**config.mk**
```make
export PLATFORM = sky130hd
export DESIGN_NAME = maxpool_stream
export DESIGN_NICKNAME = d
export VERILOG_FILES = /design/src/rtl/maxpool_stream.sv
export SDC_FILE = /design/constraint.sdc
export NUM_CORES = 1
export LEC_CHECK = 0
export CAP_MARGIN = 20
export CORE_UTILIZATION = 25
export CTS_CLUSTER_DIAMETER = 60
export CTS_CLUSTER_SIZE = 16
export DETAILED_ROUTE_END_ITERATION = 6
export PLACE_DENSITY = 0.48
export SYNTH_ARGS = -nofsm -noshare
export SYNTH_HDL_FRONTEND = slang
export SYNTH_SLANG_ARGS = --single-unit
```
**constraint.sdc**
```tcl
create_clock -name clk -period 2.6 [get_ports clk]
set_input_delay 0.26 -clock clk [delete_from_list [all_inputs] [get_ports clk]]
set_output_delay 0.26 -clock clk [all_outputs]
set_load 0.02 [all_outputs]
```
**src/rtl/maxpool_stream.sv**
```systemverilog
// Streaming 1-D max-pool stage behind the conv block.
// Splits each LENY-sample vector into POOL-sample windows. The vector can end
// with one shorter window. The signed maximum of each window goes into a
// 2-entry output FIFO. Each FIFO entry carries a flag that marks the last
// pooled sample of its vector.
module maxpool_stream #(
    parameter int WIDTH = 16,
    parameter int LENY  = 32,
    parameter int POOL  = 2,
    parameter int CNTW  = 6
) (
    input  logic                    clk,
    input  logic                    reset,
    input  logic signed [WIDTH-1:0] s_data_in_y,
    input  logic                    s_valid_y,
    output logic                    s_ready_y,
    output logic signed [WIDTH-1:0] m_data_out_z,
    output logic                    m_valid_z,
    input  logic                    m_ready_z,
    output logic                    m_last_z
);

    logic [CNTW-1:0]         win_cnt;
    logic [CNTW-1:0]         pos_cnt;
    logic signed [WIDTH-1:0] run_max;
    logic signed [WIDTH-1:0] win_val;
    logic signed [WIDTH-1:0] fifo_data [2];
    logic                    fifo_last [2];
    logic                    wr_ptr;
    logic                    rd_ptr;
    logic [1:0]              count;
    logic                    in_acc;
    logic                    out_acc;
    logic                    vec_end;
    logic                    win_end;
    logic                    push;

    // Ready depends only on the FIFO count. It has no path from m_ready_z.
    assign s_ready_y    = (count < 2'd2);
    assign m_valid_z    = (count != 2'd0);
    assign m_data_out_z = fifo_data[rd_ptr];
    assign m_last_z     = fifo_last[rd_ptr];

    assign in_acc  = s_valid_y && s_ready_y;
    assign out_acc = m_valid_z && m_ready_z;
    assign vec_end = (pos_cnt == CNTW'(LENY - 1));
    // A short trailing window closes early at the end of the vector.
    assign win_end = (win_cnt == CNTW'(POOL - 1)) || vec_end;
    assign push    = in_acc && win_end;

    // Window maximum including the current sample. Ties keep the stored value.
    always_comb begin
        win_val = run_max;
        if (win_cnt == '0) begin
            win_val = s_data_in_y;
        end else if (s_data_in_y > run_max) begin
            win_val = s_data_in_y;
        end
    end

    // Window/position counters and running maximum, advanced on input accept.
    always_ff @(posedge clk) begin
        if (reset) begin
            win_cnt <= '0;
            pos_cnt <= '0;
            run_max <= '0;
        end else if (in_acc) begin
            run_max <= win_val;
            win_cnt <= win_end ? '0 : win_cnt + 1'b1;
            pos_cnt <= vec_end ? '0 : pos_cnt + 1'b1;
        end
    end

    // Two-entry output FIFO. A push and a pop in the same cycle leave count unchanged.
    always_ff @(posedge clk) begin
        if (reset) begin
            fifo_data[0] <= '0;
            fifo_data[1] <= '0;
            fifo_last[0] <= 1'b0;
            fifo_last[1] <= 1'b0;
            wr_ptr       <= 1'b0;
            rd_ptr       <= 1'b0;
            count        <= 2'd0;
        end else begin
            if (push) begin
                fifo_data[wr_ptr] <= win_val;
                fifo_last[wr_ptr] <= vec_end;
                wr_ptr            <= ~wr_ptr;
            end
            if (out_acc) begin
                rd_ptr <= ~rd_ptr;
            end
            case ({push, out_acc})
                2'b10:   count <= count + 2'd1;
                2'b01:   count <= count - 2'd1;
                default: count <= count;
            endcase
        end
    end

endmodule

```
==> results.md <==
- Routed length per instance: 13.9 um
- CTS tree: yes
- Primary FF master, synth: edfxtp_1
- Starting DRT DRC Count: 143
- CP max FO: 10
- Clock power share: 33.8%
- Final clock skew: 4.56 ps
- Max-cap viol count: 0
- Total routed wirelength: 8230 um
- Post-CTS Hold Buffers: 0
- Worst EP arrival: 2430 ps
- Net switching power: 1.07 mW
- Synth Instances: 348
- CP required: 2680 ps
- Worst setup path class: in -> reg
- I/O Buffers: 38
- DRC: 0
- #FFs+latches synth: 67
- Combinational share of power: 30.2%
- Switching Fraction: 29.6%
- Layout cells sized above 1: 15.3%
- Top post-synthesis cells by area: edfxtp_1 (28%), dfxtp_1 (18%), ha_1 (7.3%)
- Syn nets: 389
- Yosys cell types: 42
- Vias: 2,646
- Finished Cell Area: 4640 um2
- Pint: 2.54 mW
- Final core occ: 33.3%
- First-pass GRT wire length: 13,200 um
- Antenna violations before repair: 0
- Antenna Violating Nets Remaining: 0
- Fin Setup TNS: 0 ps
- Final setup viols: 0
- Clock root buffer: clkbuf_16
- Ports: 39
- Die height: 122 um
- Clock buffer depth: 2
- Hpwl dp: 5850 um
- Fin. max-slew vios: 0
- Seq/Total Area, Yosys: 46.8%
- Hold WC Path Type: reg -> reg
- Clk pin slew, worst setup/hold paths: 50 ps
- Initial Util: 25.8%
- Area after DPL: 4340 um2
- Ys async rst share: 0%
- Worst-Skew Late Latency: 330 ps
- Fin crit share: 90.4%
- Critical path startpoint category: input pin
- Yosys top cell by area: edfxtp_1
- Number of flops mapped to enable cells by yosys: 34
- Final Net Count: 449
- RSZ-0062 raised after global routing: no
- Tmin final: 2350 ps
- Largest net degree at the start of global routing: 46
- Sequential share of power: 36.0%
- Die area: 14,800 um2
- GPL Wtd Cong: 0.750
- Final count of hold timing violations: 0
- Global Route Usage Sum: 12.0%
- Total grt overflow: 0
- First-pass iteration count of the detailed router: 5
- Max VDD drop: 286 uV
- Core Box Area: 13,900 um2
- Worst rel slew slack: 71.4%
- Die width: 122 um
- Leakage: 1.76 nW
- Vias in the first global route: 2,641
- Synth top cells by count: nand2b_1 (35), edfxtp_1 (34), dfxtp_1 (33)
- FMAX: 0.426 GHz
- Crit end category: flip-flop
- ANT cells: 0
- Via density: 4.46
- CTS Sinks: 67
- Most common cell in the synthesized netlist: nand2b_1
- Warnings from Yosys: 0
- Status: finished, final reports clean
- Layout area overhead: 29.3%
- TritonCTS buffer count: 9
- Post-synth top area share: 28.4%
- Worst slew pin tran: 426 ps
- Post-Syn Area: 3590 um2
- H-tree depth: 3
- Pwr/cell area: 778 nW/um2
- Syn avg cell area: 10.3 um2
- Floorplan row count: 43
worst max-delay path, stage by stage:
cell	delay, ps
clkdlybuf4s50_1	490
ha_1	360
nand4_1	140
nor3_2	190
nand4_2	180
a32o_1	300
buf_4	170
o21ai_0	230
a21oi_1	100
layout by cell type, fill, tap and decap left out, drive strengths merged, types with 16 or more instances in the layout:
master / count
nand3: 16
a21oi: 26
inv: 22
dfxtp: 33
nand2b: 35
ha: 21
nor2: 19
clkbuf: 16
mux2: 17
mux2i: 17
buf: 28
edfxtp: 34
clkdlybuf4s50: 38
o21ai: 20
a21boi: 16
area by class of cell:
class / count / area (um2)
sequential: 67 / 1680
clock buffer: 16 / 304
multi-input combinational: 242 / 1750
fill: 1407 / 9290
timing repair buffer: 66 / 603
tap: 180 / 225
inverter: 22 / 82.6
path summary, 6_finish.rpt:
path	to	slack [ps]	depth (start not counted)	start
worst min register to register	pos_cnt[5]	490	2	pos_cnt[5]
worst max register to register	fifo_data[0][2]	300	10	run_max[9]
worst max-delay path	fifo_data[1][0]	250	9	s_data_in_y[15]
worst min-delay path	pos_cnt[5]	490	2	pos_cnt[5]
cells by family after synthesis:
group / share of synthesized area [%]
flip-flops: 46.8
buffers and inverters: 4.49
AND/OR/NAND/NOR: 15.5
XOR/XNOR: 2.93
multiplexers: 10.1
adder cells (fa/ha/maj): 7.32
AO/OA/AOI/OAI: 12.9
registers in the layout (all words and copies together), names as in the netlist, named ones only:
name       cells
win_cnt        6
fifo_last      2
fifo_data     32
run_max       16
count          2
wr_ptr         1
pos_cnt        6
rd_ptr         1
metal layers:
metal	global-route usage (%)	wire, um	vias up
li1	-	-	1355
met1	14.1	3750	1238
met2	20.4	4040	39
met3	3.46	304	14
met4	5.09	138	0
met5	0	0	-
power by group through the flow:
stage | Combinational [mW] | Clock, mW | Sequential, mW
after floorplan | 0.688 | 0 | 1.30
after global placement | 1.09 | 0 | 1.32
after detailed placement | 1.11 | 0 | 1.32
after CTS | 1.11 | 1.26 | 1.30
after global routing | 1.19 | 1.30 | 1.31
final | 1.09 | 1.22 | 1.30
stage by stage:
stage / setup slack (ps) / hold slack (ps) / instances / total power [mW]
2_1_floorplan: 304 / 415 / 348 / 1.99
3_3_place_gp: -157 / 469 / 577 / 2.41
3_5_place_dp: -165 / 482 / 577 / 2.43
4_1_cts: 167 / 489 / 593 / 3.67
5_1_grt: 52.3 / 499 / 593 / 3.81
6_report: 250 / 487 / 593 / 3.61
repair_timing:
item | in CTS | in global routing
setup endpoints to repair | 0 | 9
resized for setup | 0 | 1
setup buffers | 0 | 0
Power figures use the tool's default switching activity.
==> RTL change 1, RTL diff (same flow settings) <==
Compare `pos_cnt` against `CNTW'(LENY - 1)` with >= in place of ==.
--- a/src/rtl/maxpool_stream.sv
+++ b/src/rtl/maxpool_stream.sv
@@ -43,7 +43,7 @@
 
     assign in_acc  = s_valid_y && s_ready_y;
     assign out_acc = m_valid_z && m_ready_z;
-    assign vec_end = (pos_cnt == CNTW'(LENY - 1));
+    assign vec_end = (pos_cnt >= CNTW'(LENY - 1));
     // A short trailing window closes early at the end of the vector.
     assign win_end = (win_cnt == CNTW'(POOL - 1)) || vec_end;
     assign push    = in_acc && win_end;
Check against the original RTL: no difference found for any inputs over 10 cycles, from zero or initial values and one cycle with reset high; that may be too few to reach the edited logic, so the function may still have changed.
==> RTL change 1 against the unedited design <==
- final cell count up 2.0%
- area after synthesis up 3.0%
- wire length up 5.3%
- hold slack worse by 0.0048 ns
- sequential cell count unchanged
- first-iteration DRC count down 17%
- non-clock buffer count up 6
- synthesized cell count up 0.29%
- final area up 5.1%
- worst setup slack worse by 0.037 ns
- power up 7.4%
- largest cell class unchanged
==> RTL change 1: results (changes against the unedited design) <==
synth cell count leaders=nand2b_1 (36), edfxtp_1 (34), dfxtp_1 (33) (was nand2b_1 (35), edfxtp_1 (34), dfxtp_1 (33)); Layout Skew=0.005846 ns (was 0.004555 ns); register area share after synthesis=45.47% (was 46.83%); largest net degree at the start of global routing=34 (was 46); Overall Global Routing Usage=12.63% (was 12.04%); placed cell area=0.004537 mm^2 (was 0.004340 mm^2); HPWL after DPL=5988 um (was 5848 um); Reg2Reg Depth=9 (was 10); GPL Wtd Cong=0.7342 (was 0.7496); maxcap violations=0 (unchanged); Yosys cell types=45 (was 42); diode count=0 (unchanged); Max FO, Critical Path=9 (was 10); Final period util=91.80% (was 90.39%); crit path capture type=register (unchanged); EDFF count, synth=34 (unchanged); Vias=2705 (was 2646); Post-route DRC=0 (unchanged); WP data arrival=2.46 ns (was 2.43 ns); number of port buffers=38 (unchanged); R2R Path End=fifo_data[0][13] (was fifo_data[0][2]); drt first pass iters=4 (was 5); dpl ws=-0.1380 ns (was -0.1652 ns); placed insts=589 (was 577); Peak supply drop=0.0003194 V (was 0.0002862 V); Clk pin slew, worst setup/hold paths=0.06 ns; Post-synth top flop=edfxtp_1 (unchanged); CTS buffer count=9 (unchanged); worst hold path class=reg2reg (unchanged); main area contributors after synthesis=edfxtp_1 (28%), dfxtp_1 (18%), ha_1 (7.1%) (was edfxtp_1 (28%), dfxtp_1 (18%), ha_1 (7.3%)); worst slew pin tran=0.5054 ns (was 0.4262 ns); DRT iter0 DRCs=119 (was 143); H-tree levels=3 (unchanged); Root Buffer=clkbuf_16 (unchanged); crit path launch=s_data_in_y[15] (unchanged); CTS Buffer Depth=2 (unchanged); sw power=1.124 mW (was 1.069 mW); Avg Cell Area, Syn=10.60 um^2 (was 10.32 um^2); initial antenna violation count=0 (unchanged); Nets=457 (was 449); top flop regs=fifo_data x32, run_max x16 (unchanged); FF-to-FF Start=run_max[15] (was run_max[9]); fillers=1463 (was 1407); Reg2Reg Setup Slack=0.22 ns (was 0.30 ns); final hold slack=0.4817 ns (was 0.4865 ns); asr flop ratio synth=0% (unchanged); clock latency reported for the late side of the worst-skew pair=0.34 ns; share of cells above drive strength 1=18.05% (was 15.25%); yosys warns=0 (unchanged); first-pass GRT wire length=14260 um (was 13200 um); Setup Total Neg Slack=0 ns (unchanged); vias in the first global route=2787 (was 2641); Syn Nets=390 (was 389); outcome=completed (unchanged); Via density=4.471 (was 4.462); WL final=8663 um (was 8230 um); # Post-CTS Setup Buffers=0 (unchanged); Static Leakage=1.814 nW (was 1.762 nW)
-- RTL change 1: power by group through the flow --
stage | Sequential [mW] | Combinational [mW] | Clock [mW]
finish | 1.31 | 1.16 | 1.41
global route | 1.32 | 1.28 | 1.50
CTS | 1.31 | 1.18 | 1.44
detailed placement | 1.33 | 1.17 | 0
global placement | 1.32 | 1.16 | 0
floorplan | 1.31 | 0.720 | 0
-- RTL change 1: cell type report --
type,instances,area [um^2],area share [%]
multi-input combinational,243,1853,37.96
sequential,67,1682,34.45
timing repair buffer,72,685.7,14.05
clock buffer,12,246.5,5.050
tap,184,230.2,4.717
clock inverter,4,97.59,1.999
inverter,23,86.33,1.769
-- RTL change 1: worst min-delay path by stage --
stage                        to            start  cells after the start
finish               pos_cnt[5]       pos_cnt[5]                      2
detailed placement   pos_cnt[5]       pos_cnt[5]                      2
CTS                  pos_cnt[5]       pos_cnt[5]                      2
global placement     pos_cnt[5]       pos_cnt[5]                      2
global route         pos_cnt[5]       pos_cnt[5]                      2
floorplan           run_max[10]  s_data_in_y[10]                      2
-- RTL change 1: metrics by stage --
| stage | util [%] | total power [mW] |
|---|---|---|
| floorplan | - | 2.027 |
| global placement | 31.33 | 2.480 |
| detailed placement | 31.33 | 2.500 |
| CTS | 33.71 | 3.929 |
| global route | 33.71 | 4.095 |
| finish | 33.71 | 3.878 |
-- RTL change 1: what timing repair did --
item / 4_1_cts / 5_1_grt
resized for setup: 0 / 1
setup endpoints to repair: 0 / 1
endpoints found under the hold margin: 0 / 0
-- RTL change 1: critical path, cell delays in order --
cell	delay [ns]
clkdlybuf4s50_1	0.47
ha_1	0.38
nand4_4	0.13
nor3_4	0.26
nand4_4	0.13
a32o_1	0.29
buf_4	0.18
o21ai_0	0.24
a21boi_0	0.14
-- RTL change 1: kinds of logic after synthesis --
group                    count (synthesis)  share of synthesized area, %
flip-flops                              67                         45.47
multiplexers                            33                         9.506
AO/OA/AOI/OAI                           78                         14.99
AND/OR/NAND/NOR                        100                         15.90
adder cells (fa/ha/maj)                 21                         7.104
buffers and inverters                   39                         4.431
XOR/XNOR                                11                         2.605
-- RTL change 1: routing by layer --
layer  up-vias  wire, um  share of wire (%)  GRT usage [%]
li1       1376         -                  -              -
met1      1265      3871                 45          15.06
met2        49      4135                 48          21.28
met3        15       421                4.9          3.388
met4         0       235                2.7          5.422
met5         -         0                  0              0
==> RTL change 2, RTL diff (same settings) <==
Without the edit above. Set the parameter `CNTW` to 5 (it was 6).
--- a/src/rtl/maxpool_stream.sv
+++ b/src/rtl/maxpool_stream.sv
@@ -7,7 +7,7 @@
     parameter int WIDTH = 16,
     parameter int LENY  = 32,
     parameter int POOL  = 2,
-    parameter int CNTW  = 6
+    parameter int CNTW  = 5
 ) (
     input  logic                    clk,
     input  logic                    reset,
Formal check against the unedited RTL: same outputs for any inputs over 10 cycles, from zero or initial values and one cycle with reset high; that may be too few to reach the edited logic, so the function may still have changed.
==> RTL change 2 against the unedited design <==
- final area increased by 1.9%
- critical path depth increased by 1
- area after synthesis increased by 2.7%
- synthesized cell count increased by 9.8%
- wire length increased by 5.3%
- worst setup slack got worse by 0.033 ns
- sequential cell count decreased by 2
- core utilization decreased by 0.63 points
- power decreased by 2.0%
- sequential share of layout area decreased by 1.5 points
- clock power decreased by 5%
==> RTL change 2: results (changes against the unedited design) <==
most numerous cell in the Yosys netlist=nand2_1 (was nand2b_1); largest net degree at the start of global routing=33 (was 46); multiplexer share of the synthesized area=9.535% (was 10.07%); wl on met1=4047 um (was 3750 um); Post-Synth XOR/XNOR Area=1.900% (was 2.927%); DRT iter0 DRCs=185 (was 143); vias in the first global route=2800 (was 2641); design area=0.004735 mm^2 (was 0.004644 mm^2); DR WL/cell=13.88 um (about the same); Synth Area in Compound Gates=10.32% (was 12.86%); dpl ws=-0.1613 ns (was -0.1652 ns); Overall Global Routing Usage=12.45% (was 12.04%); outcome=completed (unchanged); fillers=1474 (was 1407); Reg2Reg Setup Slack=0.22 ns (was 0.30 ns); Sequential Area=0.001642 mm^2 (was 0.001682 mm^2); drt first pass iters=4 (was 5); share of cells above drive strength 1=15.00% (was 15.25%); Layout Skew=0.007398 ns (was 0.004555 ns); Worst Setup EP=run_max[4] (was fifo_data[1][0]); Peak supply drop=0.0003158 V (was 0.0002862 V); met1 Use GR=15.29% (was 14.14%); synth cell count leaders=nand2_1 (45), nand4_1 (37), edfxtp_1 (34), nand2b_1 (34), dfxtp_1 (31) (was nand2b_1 (35), edfxtp_1 (34), dfxtp_1 (33)); FF+latch count, synth=65 (was 67); placed cell area=0.004451 mm^2 (was 0.004340 mm^2); Max FO, Critical Path=17 (was 10); Final period util=91.66% (was 90.39%); GPL Wtd Cong=0.7322 (was 0.7496); Syn Nets=424 (was 389); placed insts=608 (was 577); fraction of area in multi-input gates=39.22% (was 37.63%); first-pass GRT wire length=14290 um (was 13200 um); FF-to-FF Start=run_max[13] (was run_max[9]); Yosys cell types=39 (was 42)
RTL change 2: power by group through the flow:
stage / sequential [mW] / clock, mW / combinational [mW]
floorplan: 1.28 / 0 / 0.707
global placement: 1.29 / 0 / 1.10
detailed placement: 1.30 / 0 / 1.12
CTS: 1.28 / 1.19 / 1.12
global route: 1.29 / 1.24 / 1.21
finish: 1.28 / 1.16 / 1.10
RTL change 2: critical path: cells and delay by family:
family | cells | cell delay, ns
fa+ha+maj | 1 | 0.34
simple gates | 3 | 0.57
mux | 1 | 0.12
compound gates | 2 | 0.35
buf+inv | 3 | 0.95
RTL change 2: worst min path at each step:
stage / startpoint / endpoint / slack, ns
after global routing: pos_cnt[4] / pos_cnt[4] / 0.48
final: pos_cnt[4] / pos_cnt[4] / 0.46
after floorplan: s_data_in_y[10] / run_max[10] / 0.42
after detailed placement: pos_cnt[4] / pos_cnt[4] / 0.46
after CTS: pos_cnt[4] / pos_cnt[4] / 0.47
after global placement: pos_cnt[4] / pos_cnt[4] / 0.45
